### src/rtl/cp0_exc.sv
// Coprocessor-0 exception/interrupt block: SR, CAUSE, EPC and PRID, hardware
// interrupt synchronisation, interrupt request generation and mfc0/mtc0 access.
module cp0_exc #(
  parameter logic [31:0] PRID_VAL = 32'h4A57_0001
) (
  input  logic        clk,
  input  logic        rst,
  input  logic [5:0]  hwint,
  input  logic [29:0] pc,
  input  logic [31:0] din,
  input  logic [4:0]  sel,
  input  logic        we,
  input  logic        exl_set,
  input  logic [4:0]  exccode,
  input  logic        exl_clr,
  output logic        intreq,
  output logic [29:0] epc,
  output logic [31:0] dout
);

  localparam logic [4:0] SEL_SR    = 5'd12;
  localparam logic [4:0] SEL_CAUSE = 5'd13;
  localparam logic [4:0] SEL_EPC   = 5'd14;
  localparam logic [4:0] SEL_PRID  = 5'd15;

  logic [5:0]  s1;
  logic [5:0]  ip;
  logic [5:0]  im;
  logic        exl;
  logic        ie;
  logic [4:0]  exc_code;
  logic [29:0] epc_q;

  logic wr_sr;
  logic wr_epc;

  assign wr_sr  = we && (sel == SEL_SR);
  assign wr_epc = we && (sel == SEL_EPC);

  // IP follows the second synchroniser stage every cycle; devices clear their own lines.
  always_ff @(posedge clk or negedge rst) begin
    if (!rst) begin
      s1 <= '0;
      ip <= '0;
    end else begin
      s1 <= hwint;
      ip <= s1;
    end
  end

  always_ff @(posedge clk or negedge rst) begin
    if (!rst) begin
      im <= '0;
      ie <= 1'b0;
    end else if (wr_sr) begin
      im <= din[15:10];
      ie <= din[0];
    end
  end

  // EXL priority: exception entry, then eret, then an mtc0 to SR.
  always_ff @(posedge clk or negedge rst) begin
    if (!rst) begin
      exl <= 1'b0;
    end else if (exl_set) begin
      exl <= 1'b1;
    end else if (exl_clr) begin
      exl <= 1'b0;
    end else if (wr_sr) begin
      exl <= din[1];
    end
  end

  always_ff @(posedge clk or negedge rst) begin
    if (!rst) begin
      epc_q    <= '0;
      exc_code <= '0;
    end else if (exl_set) begin
      epc_q    <= pc;
      exc_code <= exccode;
    end else if (wr_epc) begin
      epc_q    <= din[31:2];
    end
  end

  assign intreq = (|(ip & im)) & ie & ~exl;
  assign epc    = epc_q;

  always_comb begin
    dout = '0;
    case (sel)
      SEL_SR:    dout = {16'h0000, im, 8'h00, exl, ie};
      SEL_CAUSE: dout = {16'h0000, ip, 3'b000, exc_code, 2'b00};
      SEL_EPC:   dout = {epc_q, 2'b00};
      SEL_PRID:  dout = PRID_VAL;
      default:   dout = '0;
    endcase
  end

endmodule

### config.mk
export PLATFORM = sky130hd
export DESIGN_NAME = cp0_exc
export DESIGN_NICKNAME = d
export VERILOG_FILES = /design/src/rtl/cp0_exc.sv
export SDC_FILE = /design/constraint.sdc
export NUM_CORES = 1
export LEC_CHECK = 0
export ABC_AREA = 1
export CAP_MARGIN = 20
export CORE_MARGIN = 2
export CORE_UTILIZATION = 40
export DETAILED_ROUTE_END_ITERATION = 10
export PLACE_DENSITY = 0.92
export SLEW_MARGIN = 10
export SYNTH_ARGS = -nofsm -noshare
export SYNTH_HDL_FRONTEND = slang
export SYNTH_SLANG_ARGS = --single-unit
### constraint.sdc
create_clock -name clk -period 1.6 [get_ports clk]
set_clock_uncertainty 0.05 [all_clocks]
set_input_delay 0.4 -clock clk [delete_from_list [all_inputs] [get_ports clk]]
set_output_delay 0.4 -clock clk [all_outputs]
set_load 0.005 [all_outputs]
### Word-level counts from Yosys, hierarchy flattened

Cells that the tools add are included.

* register bits: 55
* output and inout port bits: 63

* equal/unequal tests: 4
* bitwise logic cells: 4
* reduce and logical (&&, ||, !) cells: 5
* mux-type cells: 6

Operators by type and width (number)
* case mux 32 bit (4 select lines): 1
* two-way mux 30 bit: 2
* equality test 5 x 4 -> 1 bit, second input constant: 4
* AND 6 bit: 1
* OR reduction 6 bit: 1
* two-way mux 1 bit: 3
* nonzero test 3 bit: 1
* AND 1 bit: 2
* logical AND 1 bit: 2
* nonzero test 2 bit: 1
* NOT 1 bit: 1

### Longest topological paths before layout

* depth in word-level cells: 5
* gate-level depth with buffers: 7
* mapped depth without buffers: 6

### Worst setup path before layout

No wires, ideal clock.

* path kind: input to output
* from: in sel[0]
* to: out dout[12]
* path slack: 0.086 ns
* path buffers: 2
* stages on the path: 5
* arrival: 1.064 ns
* path through: nor2_2 -> buf_4 -> buf_2 -> nand3_1 -> nand3_1

* cells in the longest elaborated chain, start to end: 2

RTL lines
* start, declared: line 11 `input logic [4:0] sel,`
* equality test 5 x 4 -> 1 bit: line 91 `case (sel)`
* case mux 32 bit (4 select lines) *: line 91
* end, declared: line 18 `output logic [31:0] dout`

Mark *: on every way between the ends. The rest lies on a longest branch, timed or not.

### Worst setup path after layout

* from: in sel[1]
* to: out dout[20]

The elaborated chain is that of the path after synthesis.

==> flow_summary.yaml <==
status:
  outcome: "complete, but fails checks"
  violations: "negative setup slack"
logic_synthesis:
  ys.warnings.count: 0
  synth_area_per_cell_um2: 7.21
  synthFlopType: "dfrtp_1"
  synthArstFlopShare_pct: 100
  synth.net_count: 480
  yosysTopAreaCell: "dfrtp_1"
  synth_top_area_share_pct: 48.1
  synth.most_common_cell: "nand2_1"
  synthCells: 397
  ys_seq_elements: 55
  seq_area_frac_synth_pct: 48.1
  synth_edf_count: 0
  synthTopCellsByArea: "dfrtp_1, nand2_1, nand3_1"
  syn_area_um2: 2860
  synthTopCellsByCount: "nand2_1, nand3_1, dfrtp_1"
  ys_types: 19
setup_path:
  cpMaxStageDelayCell: "buf_6"
  crit_type: "primary input to output port"
  setup.worst_path.start: "sel[1]"
  r2r_end: "epc[25]$_DFFE_PN0P_"
  worstPathArrival_ps: 1350
  reg2regPathDepth: 3
  slowest_delay_ps: 140
  endpoint_kind: "output port"
  endpoint: "dout[20]"
  critPathRequiredTime_ps: 1150
  cp_common_cell: "buf_6"
  start_kind: "primary input"
  timing.rr.start: "epc[25]$_DFFE_PN0P_"
  crit_fanout: 5
  worstPathCellList: "buf_6 -> inv_4 -> nor2_4 -> buf_6 -> buf_6 -> buf_6 -> buf_6 -> nand3_2 -> nand2_1 -> buf_2"
  reg2reg_slack_ps: 680
finish:
  area_growth_pct: 92.7
  drive_gt1_share_pct: 32.4
  fin_nets: 693
  diodes: 0
  fill_cells: 415
clock_network:
  cts_tree: "yes"
  clock_latency_ps: 310
  h-tree-depth: 2
  cts_buffers: 5
  clock_path_buffers: 2
  root_buffer: "clkbuf_8"
  cts.clk_slew.worst_paths_ps: 110
  cts.sinks: 55
floorplan:
  die_area_um2: 7850
  fp.dieH_um: 88.6
  num_rows: 30
  start_util_pct: 41.7
  die_w_um: 88.6
  coreArea_um2: 6870
  boundaryPins: 146
pwr:
  irDropWorstVdd_uv: 405
  swShare_pct: 31.1
  p_sw_mw: 1.12
  p_leak_nw: 2.85
  combinationalPowerShare_pct: 33.2
  p_int_mw: 2.49
  total_power_mw: 3.62
  powerDensity_nw_per_um2: 655
  clkPwrFrac_pct: 22.0
  power_frac_seq_pct: 44.8
drt:
  drc: 0
  routed-via-count: 3668
  routed_wl_mm: 12.5
  vias_per_cell: 5.19
  ant_nets: 0
  drtIter0Drc: 256
  dr.pass1.iters: 5
  wl_per_cell_um: 17.7
timing:
  layout_setup_ws_ps: -197
  max_slew_margin_pct: 79.1
  finalSetupViolations: 33
  period_share_pct: 112
  hold_viol_final: 0
  max_freq_ghz: 0.556
  tightest_slew_ps: 313
  rsz0062_at_grt: "yes"
  finalMaxSlewViolations: 0
  fin_crit_ps: 1800
place:
  hpwlAfterDp_mm: 6.73
  gp_congestion: 0.806
  io_buffers: 145
  dp_slack_ps: -963
global_routing:
  grt_max_degree: 56
  grt_pass1_wl_mm: 17.3
  gr-total-overflow: 0
  antenna_found_initial: 0
  grt_pass1_vias: 3597
  track_usage_pct: 29.1
min_path:
  min_path_type: "primary input to async pin"
flow_run:
  cap_violations: 0
-- power by group through the flow --
stage	registers (mW)	clock network, mW	logic (mW)
2_1_floorplan	1.65	0	0.299
3_3_place_gp	1.65	0	0.872
3_5_place_dp	1.65	0	0.897
4_1_cts	1.61	0.803	1.08
5_1_grt	1.63	0.855	1.28
6_report	1.62	0.795	1.20
-- registers in the layout, indices dropped and copies added, names as in the netlist --
name / count
s1: 6
im: 6
exc_code: 5
exl: 1
ie: 1
ip: 6
epc: 30
-- cell type report --
class                      count  area (um2)  area share, %
clock buffer                   5        68.8           1.25
clock inverter                 3        22.5          0.408
inverter                      29         111           2.02
multi-input combinational    289        1660           30.1
sequential                    55        1380           24.9
tap                           96         120           2.18
timing repair buffer         230        2160           39.1
-- worst min-delay path by stage --
stage	slack, ps	cells past startpoint	end
floorplan	50	0	epc[0]$_DFFE_PN0P_
global placement	280	0	ip[3]$_DFF_PN0_
detailed placement	290	0	ip[0]$_DFF_PN0_
CTS	30	2	ie$_DFFE_PN0P_
global route	30	2	ip[4]$_DFF_PN0_
finish	10	2	ie$_DFFE_PN0P_
-- metal layers --
layer	vias to the layer above	GRT usage (%)	share of wire, %
li1	1672	-	-
met1	1736	32.7	36
met2	218	53.7	52
met3	42	5.04	7.7
met4	0	12.5	3.7
met5	-	0	0
-- logic make-up after synthesis --
kind of cell	after synthesis	synth area share, %
compound gates	24	4.19
simple gates	264	39.1
flops	55	48.1
buf+inv	54	8.65
-- placed cells by master (no fill, tap or decap), drive strengths merged --
master         Yosys  routed
nor2              19      19
dlygate4sd2        0      30
nand3             72      72
clkinv             0       1
nand2            171     172
nand4              1       1
buf               23     122
clkdlybuf4s50      0      76
o21ai             24      24
nor3               1       1
clkbuf             2       7
inv               29      31
dfrtp             55      55
-- timing repair --
action,in CTS,in global routing
endpoints found under the setup margin,94,34
hold buffers,0,0
pin swaps,27,18
gates cloned,4,2
endpoints found under the hold margin,0,0
gates resized for setup,269,51
setup buffers,51,7
-- metrics by stage --
stage | instances | hold slack, ps | setup TNS (ps) | instance area (um2) | utilization, %
5_1_grt | 707 | 31.8 | -5640 | 5520 | 80.3
2_1_floorplan | 397 | 54.4 | 0 | 2860 | -
3_5_place_dp | 642 | 286 | -42330 | 4560 | 66.4
3_3_place_gp | 642 | 284 | -40540 | 4560 | 66.4
6_report | 707 | 12.2 | -4630 | 5520 | 80.3
4_1_cts | 705 | 27.9 | -3380 | 5240 | 76.3
-- critical path: cells and delay by family --
family                 cells  cell delay [ps]
buffers and inverters      7              720
AND/OR/NAND/NOR            3              210
Power figures use the tool's default switching activity.
==> RTL edit 1, RTL diff (same flow settings) <==
Reset style: synchronous (`rst`), changed in 4 clocked blocks.
--- a/src/rtl/cp0_exc.sv
+++ b/src/rtl/cp0_exc.sv
@@ -38,7 +38,7 @@
   assign wr_epc = we && (sel == SEL_EPC);
 
   // IP follows the second synchroniser stage every cycle; devices clear their own lines.
-  always_ff @(posedge clk or negedge rst) begin
+  always_ff @(posedge clk) begin
     if (!rst) begin
       s1 <= '0;
       ip <= '0;
@@ -48,7 +48,7 @@
     end
   end
 
-  always_ff @(posedge clk or negedge rst) begin
+  always_ff @(posedge clk) begin
     if (!rst) begin
       im <= '0;
       ie <= 1'b0;
@@ -59,7 +59,7 @@
   end
 
   // EXL priority: exception entry, then eret, then an mtc0 to SR.
-  always_ff @(posedge clk or negedge rst) begin
+  always_ff @(posedge clk) begin
     if (!rst) begin
       exl <= 1'b0;
     end else if (exl_set) begin
@@ -71,7 +71,7 @@
     end
   end
 
-  always_ff @(posedge clk or negedge rst) begin
+  always_ff @(posedge clk) begin
     if (!rst) begin
       epc_q    <= '0;
       exc_code <= '0;
Formal check against the unedited RTL: differs if rst is asserted again (counterexample within 4 cycles, from zero or initial values and one cycle with rst low); with rst held inactive, the same outputs for 10 cycles.
==> RTL edit 1 against the unedited design <==
The flow still finishes with violations (setup timing); utilization shrank 4.8 points; sequential cell count is the same; power shrank 14%; design area shrank 5.9%; wire length shrank 9.3%; worst setup slack lost 56 ps; synthesized area grew 0.61%.
==> RTL edit 1: results (changes against the unedited design) <==
stage,metric,value,unit,change
routing,TritonRoute pass-1 iters,5,,unchanged
setup_path,Worst EP arrival,1400,ps,was 1350 ps
global_routing,largest net degree at the start of global routing,61,,was 56
yosys,synth cell count leaders,"162 x nand2_1, 63 x nor2_1, 55 x dfxtp_1",,"was 169 x nand2_1, 70 x nand3_1, 55 x dfrtp_1"
cts,CTS root buffer,clkbuf_8,,unchanged
routing,wire per inst,15.13,um,was 17.67 um
yosys,Most used DFF post-synth,dfxtp_1,,was dfrtp_1
pwr,VDD IR-drop max,0.0004978,V,was 0.0004049 V
global_routing,antenna violations before repair,0,,unchanged
placement,GP Congestion,0.9581,,was 0.8061
cts,Worst-path clk slew,110,ps,about the same
sta,final worst slack,-253.1,ps,was -197.4 ps
yosys,Synth warnings,0,,unchanged
routing,initial drt markers,208,,was 256
sta,Least-Margin Pin Slew,380.9,ps,was 312.6 ps
cts,H-tree Lvls,2,,unchanged
setup_path,crit-path max FO,4,,was 5
layout,fraction of layout instances using a drive strength above 1,28.33,%,was 32.41%
placement,dpl ws,-999.9,ps,was -963.3 ps
placement,Port Buffers,145,,unchanged
setup_path,CP max stage cell,nor2_4,,was buf_6
placement,Inst Count DP,717,,was 642
layout,ANT cells,0,,unchanged
layout,max FFs per register,30,,unchanged
setup_path,Max stage delay on crit path,150,ps,
sta,setup_tns,-5351,ps,was -4625 ps
global_routing,gr usage total,27.60,%,was 29.05%
yosys,Post-Syn Nets,557,,was 480
status,failing checks,setup timing,,unchanged
yosys,synth top area cells,"dfxtp_1 38%, nand2_1 21%, nor2_1 8.2%, nand3_1 7.6%, a21oi_1 5.9%",,"was dfrtp_1 48%, nand2_1 22%, nand3_1 12%, inv_1 3.7%, o21ai_0 3.1%"
status,status,"complete, but fails checks",,unchanged
pwr,Leak Pwr,2.789,nW,was 2.847 nW
global_routing,global-route wire length before repair,17040,um,was 17280 um
global_routing,vias in the first global route,3711,,was 3597
sta,final setup fails,32,,was 33
yosys,Syn Area/Cell,6.079,sq um,was 7.214 sq um
routing,Final ANT Viol Nets,0,,unchanged
cts,Num CTS Buffers,5,,unchanged
yosys,share of the yosys chip area belonging to registers,38.21,%,was 48.06%
yosys,"Distinct cells, synth",19,,unchanged
cts,CTS max path bufs,2,,unchanged
cts,clock latency on the worst-skew pair,300,ps,
routing,DR vias,3798,,was 3668
setup_path,Crit path max-delay family,buffers and inverters,,unchanged
worst_hold_path,worst hold path class,flop to flop,,was input port to async pin
placement,hpwl dp,7322,um,was 6735 um
yosys,Async SR Flop Fraction,0,%,was 100.0%
layout,fin cells,749,,was 707
layout,Post-layout nets,735,,was 693
==> RTL edit 1: changes by cell type after synthesis, sizes merged, moves of 16 or more <==
cell    before  now
nand3       72   45
inv         29   47
clkbuf       2   18
nor2        19   65
dfxtp        0   55
a21oi        0   34
dfrtp       55    0
==> RTL edit 1: routing by layer <==
layer	global-route usage [%]	vias up	part of all wire, %
met5	0	-	0
met4	13.36	0	4.4
li1	-	1831	-
met3	4.478	45	6.1
met1	29.85	1739	37
met2	51.63	183	53
==> RTL edit 1: cell type report <==
cell class / count / area [sq um]
clock buffer: 5 / 68.82
clock inverter: 3 / 15.01
fill: 515 / 1678
inverter: 47 / 178.9
multi-input combinational: 340 / 1718
sequential: 55 / 1136
tap: 96 / 120.1
timing repair buffer: 203 / 1954
==> RTL edit 1: worst reg2reg max path, delay by kind of cell, from the launching register on <==
kind / cells / cell delay, ps
buf+inv: 2 / 160
simple gates: 4 / 250
flops: 1 / 330
==> RTL edit 1: path summary, 6_finish.rpt <==
check	start	to	slack [ps]	depth (start not counted)
setup / recovery	sel[2]	dout[16]	-250	9
setup reg to reg	exl$_SDFFE_PN0P_	exl$_SDFFE_PN0P_	730	6
hold reg to reg	s1[4]$_SDFF_PN0_	ip[4]$_SDFF_PN0_	360	2
hold / removal	s1[4]$_SDFF_PN0_	ip[4]$_SDFF_PN0_	360	2
==> RTL edit 1: timing repair <==
action | CTS | global route
pin swaps | 17 | 10
gates cloned | 4 | 0
setup buffers | 19 | 5
gates resized for setup | 253 | 62
setup endpoints to repair | 91 | 44
hold buffers | 0 | 0
==> RTL edit 1: logic make-up (layout without fill, tap and decap cells) <==
logic type	count (synthesis)	in the layout	share of synthesized area, %
flip-flops	55	55	38.21
buffers and inverters	79	258	10.90
AO/OA/AOI/OAI	56	56	9.987
AND/OR/NAND/NOR	284	284	40.90
==> RTL edit 1: where the power goes <==
part / switching, mW / internal [mW] / total (mW)
logic: 0.387 / 0.454 / 0.840
clock network: 0.458 / 0.302 / 0.759
registers: 0.0442 / 1.46 / 1.50
total: 0.888 / 2.22 / 3.10
==> RTL edit 1: metrics by stage <==
step	area [sq um]	util (%)
floorplan	2894	-
global placement	4626	67.34
detailed placement	4626	67.34
CTS	4970	72.35
global route	5191	75.57
finish	5191	75.57
==> RTL edit 2, RTL diff (same flow settings) <==
Without the edit above. The parameter `PRID_VAL` goes from 32'h4A57_0001 to 32'h252B8000.
--- a/src/rtl/cp0_exc.sv
+++ b/src/rtl/cp0_exc.sv
@@ -1,7 +1,7 @@
 // Coprocessor-0 exception/interrupt block: SR, CAUSE, EPC and PRID, hardware
 // interrupt synchronisation, interrupt request generation and mfc0/mtc0 access.
 module cp0_exc #(
-  parameter logic [31:0] PRID_VAL = 32'h4A57_0001
+  parameter logic [31:0] PRID_VAL = 32'h252B8000
 ) (
   input  logic        clk,
   input  logic        rst,
Formal check against the unedited RTL: not equivalent (a bounded check fails within 4 cycles, from zero or initial values and one cycle with rst low).
==> RTL edit 2 against the unedited design <==
The flow still finishes with violations (setup timing); synthesized area fell by 0.48%; sequential cell count is the same; design area rose by 0.23%; power grew 9.3%; hold slack lost 0.62 ps; wire length increased by 6.7%; global-route usage increased by 0.24 points; worst setup slack got worse by 35 ps; critical path type unchanged; highest routed layer unchanged.
==> RTL edit 2: results (changes against the unedited design) <==
stage,metric,value,unit,change
status,status,"complete, but fails checks",,unchanged
status,failing checks,setup timing,,unchanged
layout,Post-layout nets,696,,was 693
setup_path,R2R Setup Slk,650,ps,was 680 ps
pwr,VDD IR-drop max,0.0003902,V,was 0.0004049 V
pwr,Clk network pwr share,28.2,%,was 22.0%
setup_path,Worst EP arrival,1380,ps,was 1350 ps
yosys,synth top area cells,"dfrtp_1 48%, nand2_1 22%, nand3_1 12%, o21ai_0 4.0%, inv_1 4.0%",,"was dfrtp_1 48%, nand2_1 22%, nand3_1 12%, inv_1 3.7%, o21ai_0 3.1%"
setup_path,Worst Setup SP,sel[0],,was sel[1]
setup_path,crit path capture,dout[14],,was dout[20]
global_routing,vias in the first global route,3702,,was 3597
layout,Layout non-clock buf frac,39.05,%,was 39.12%
pwr,Psw,1.155,mW,was 1.125 mW
layout,fraction of layout instances using a drive strength above 1,33.22,%,was 32.41%
placement,hpwl dp,6855,um,was 6735 um
routing,wire per inst,18.77,um,was 17.67 um
setup_path,CP max stage cell,nor2_4,,was buf_6
layout,Filler cells,398,,was 415
sta,final setup fails,34,,was 33
yosys,Post-Syn Nets,481,,was 480
setup_path,Max stage delay on crit path,210,ps,was 140 ps
layout,Multi-input comb cells,287,,was 289
setup_path,r2r startpoint,im[2]$_DFFE_PN0P_,,was epc[25]$_DFFE_PN0P_
sta,final worst slack,-232.7,ps,was -197.4 ps
setup_path,crit-path max FO,4,,was 5
layout,final-layout clock-cell area share,2.466,%,was 1.655%
layout,flip-flop and latch count,55,,unchanged
layout,inverters,31,,was 29
yosys,synth cell count leaders,"170 x nand2_1, 68 x nand3_1, 55 x dfrtp_1",,"was 169 x nand2_1, 70 x nand3_1, 55 x dfrtp_1"
[RTL edit 2: through the flow]
step | total power [mW] | TNS [ps] | setup WS, ps | instance area (sq um) | instances
2_1_floorplan | 1.943 | 0 | 41.46 | 2850 | 398
3_3_place_gp | 2.508 | -43620 | -879.4 | 4559 | 643
3_5_place_dp | 2.540 | -49180 | -977.9 | 4559 | 643
4_1_cts | 3.766 | -2789 | -193.0 | 5170 | 704
5_1_grt | 4.126 | -4568 | -238.5 | 5530 | 710
6_report | 3.950 | -3837 | -232.7 | 5530 | 710
[RTL edit 2: kinds of logic after synthesis]
group           Yosys count
compound gates           24
buf+inv                  56
flops                    55
simple gates            263
[RTL edit 2: what timing repair did]
item,in CTS,in global routing
resized for setup,249,69
cloned,2,1
setup buffers,51,7
endpoints found under the setup margin,101,33
pin swaps,16,21
[RTL edit 2: worst min path at each step]
stage                    endpoint  depth (start not counted)  slack, ps       startpoint
2_1_floorplan  epc[0]$_DFFE_PN0P_                          0         50              rst
3_3_place_gp      ip[4]$_DFF_PN0_                          0        290  s1[4]$_DFF_PN0_
3_5_place_dp      ip[1]$_DFF_PN0_                          0        290  s1[1]$_DFF_PN0_
4_1_cts         im[4]$_DFFE_PN0P_                          2         30              rst
5_1_grt            ie$_DFFE_PN0P_                          2         30              rst
6_report           ie$_DFFE_PN0P_                          2         10              rst
[RTL edit 2: critical path, delay by kind of cell]
kind | cells | cell delay (ps)
buffers and inverters | 5 | 610
and+or+nand+nor | 3 | 360
[RTL edit 2: routing by layer]
layer | track usage, % | vias up | share of wire [%]
li1 | - | 1675 | -
met2 | 50.51 | 270 | 51
met4 | 17.36 | 0 | 5.8
met5 | 0 | - | 0
met3 | 5.410 | 67 | 8.0
met1 | 33.91 | 1817 | 35
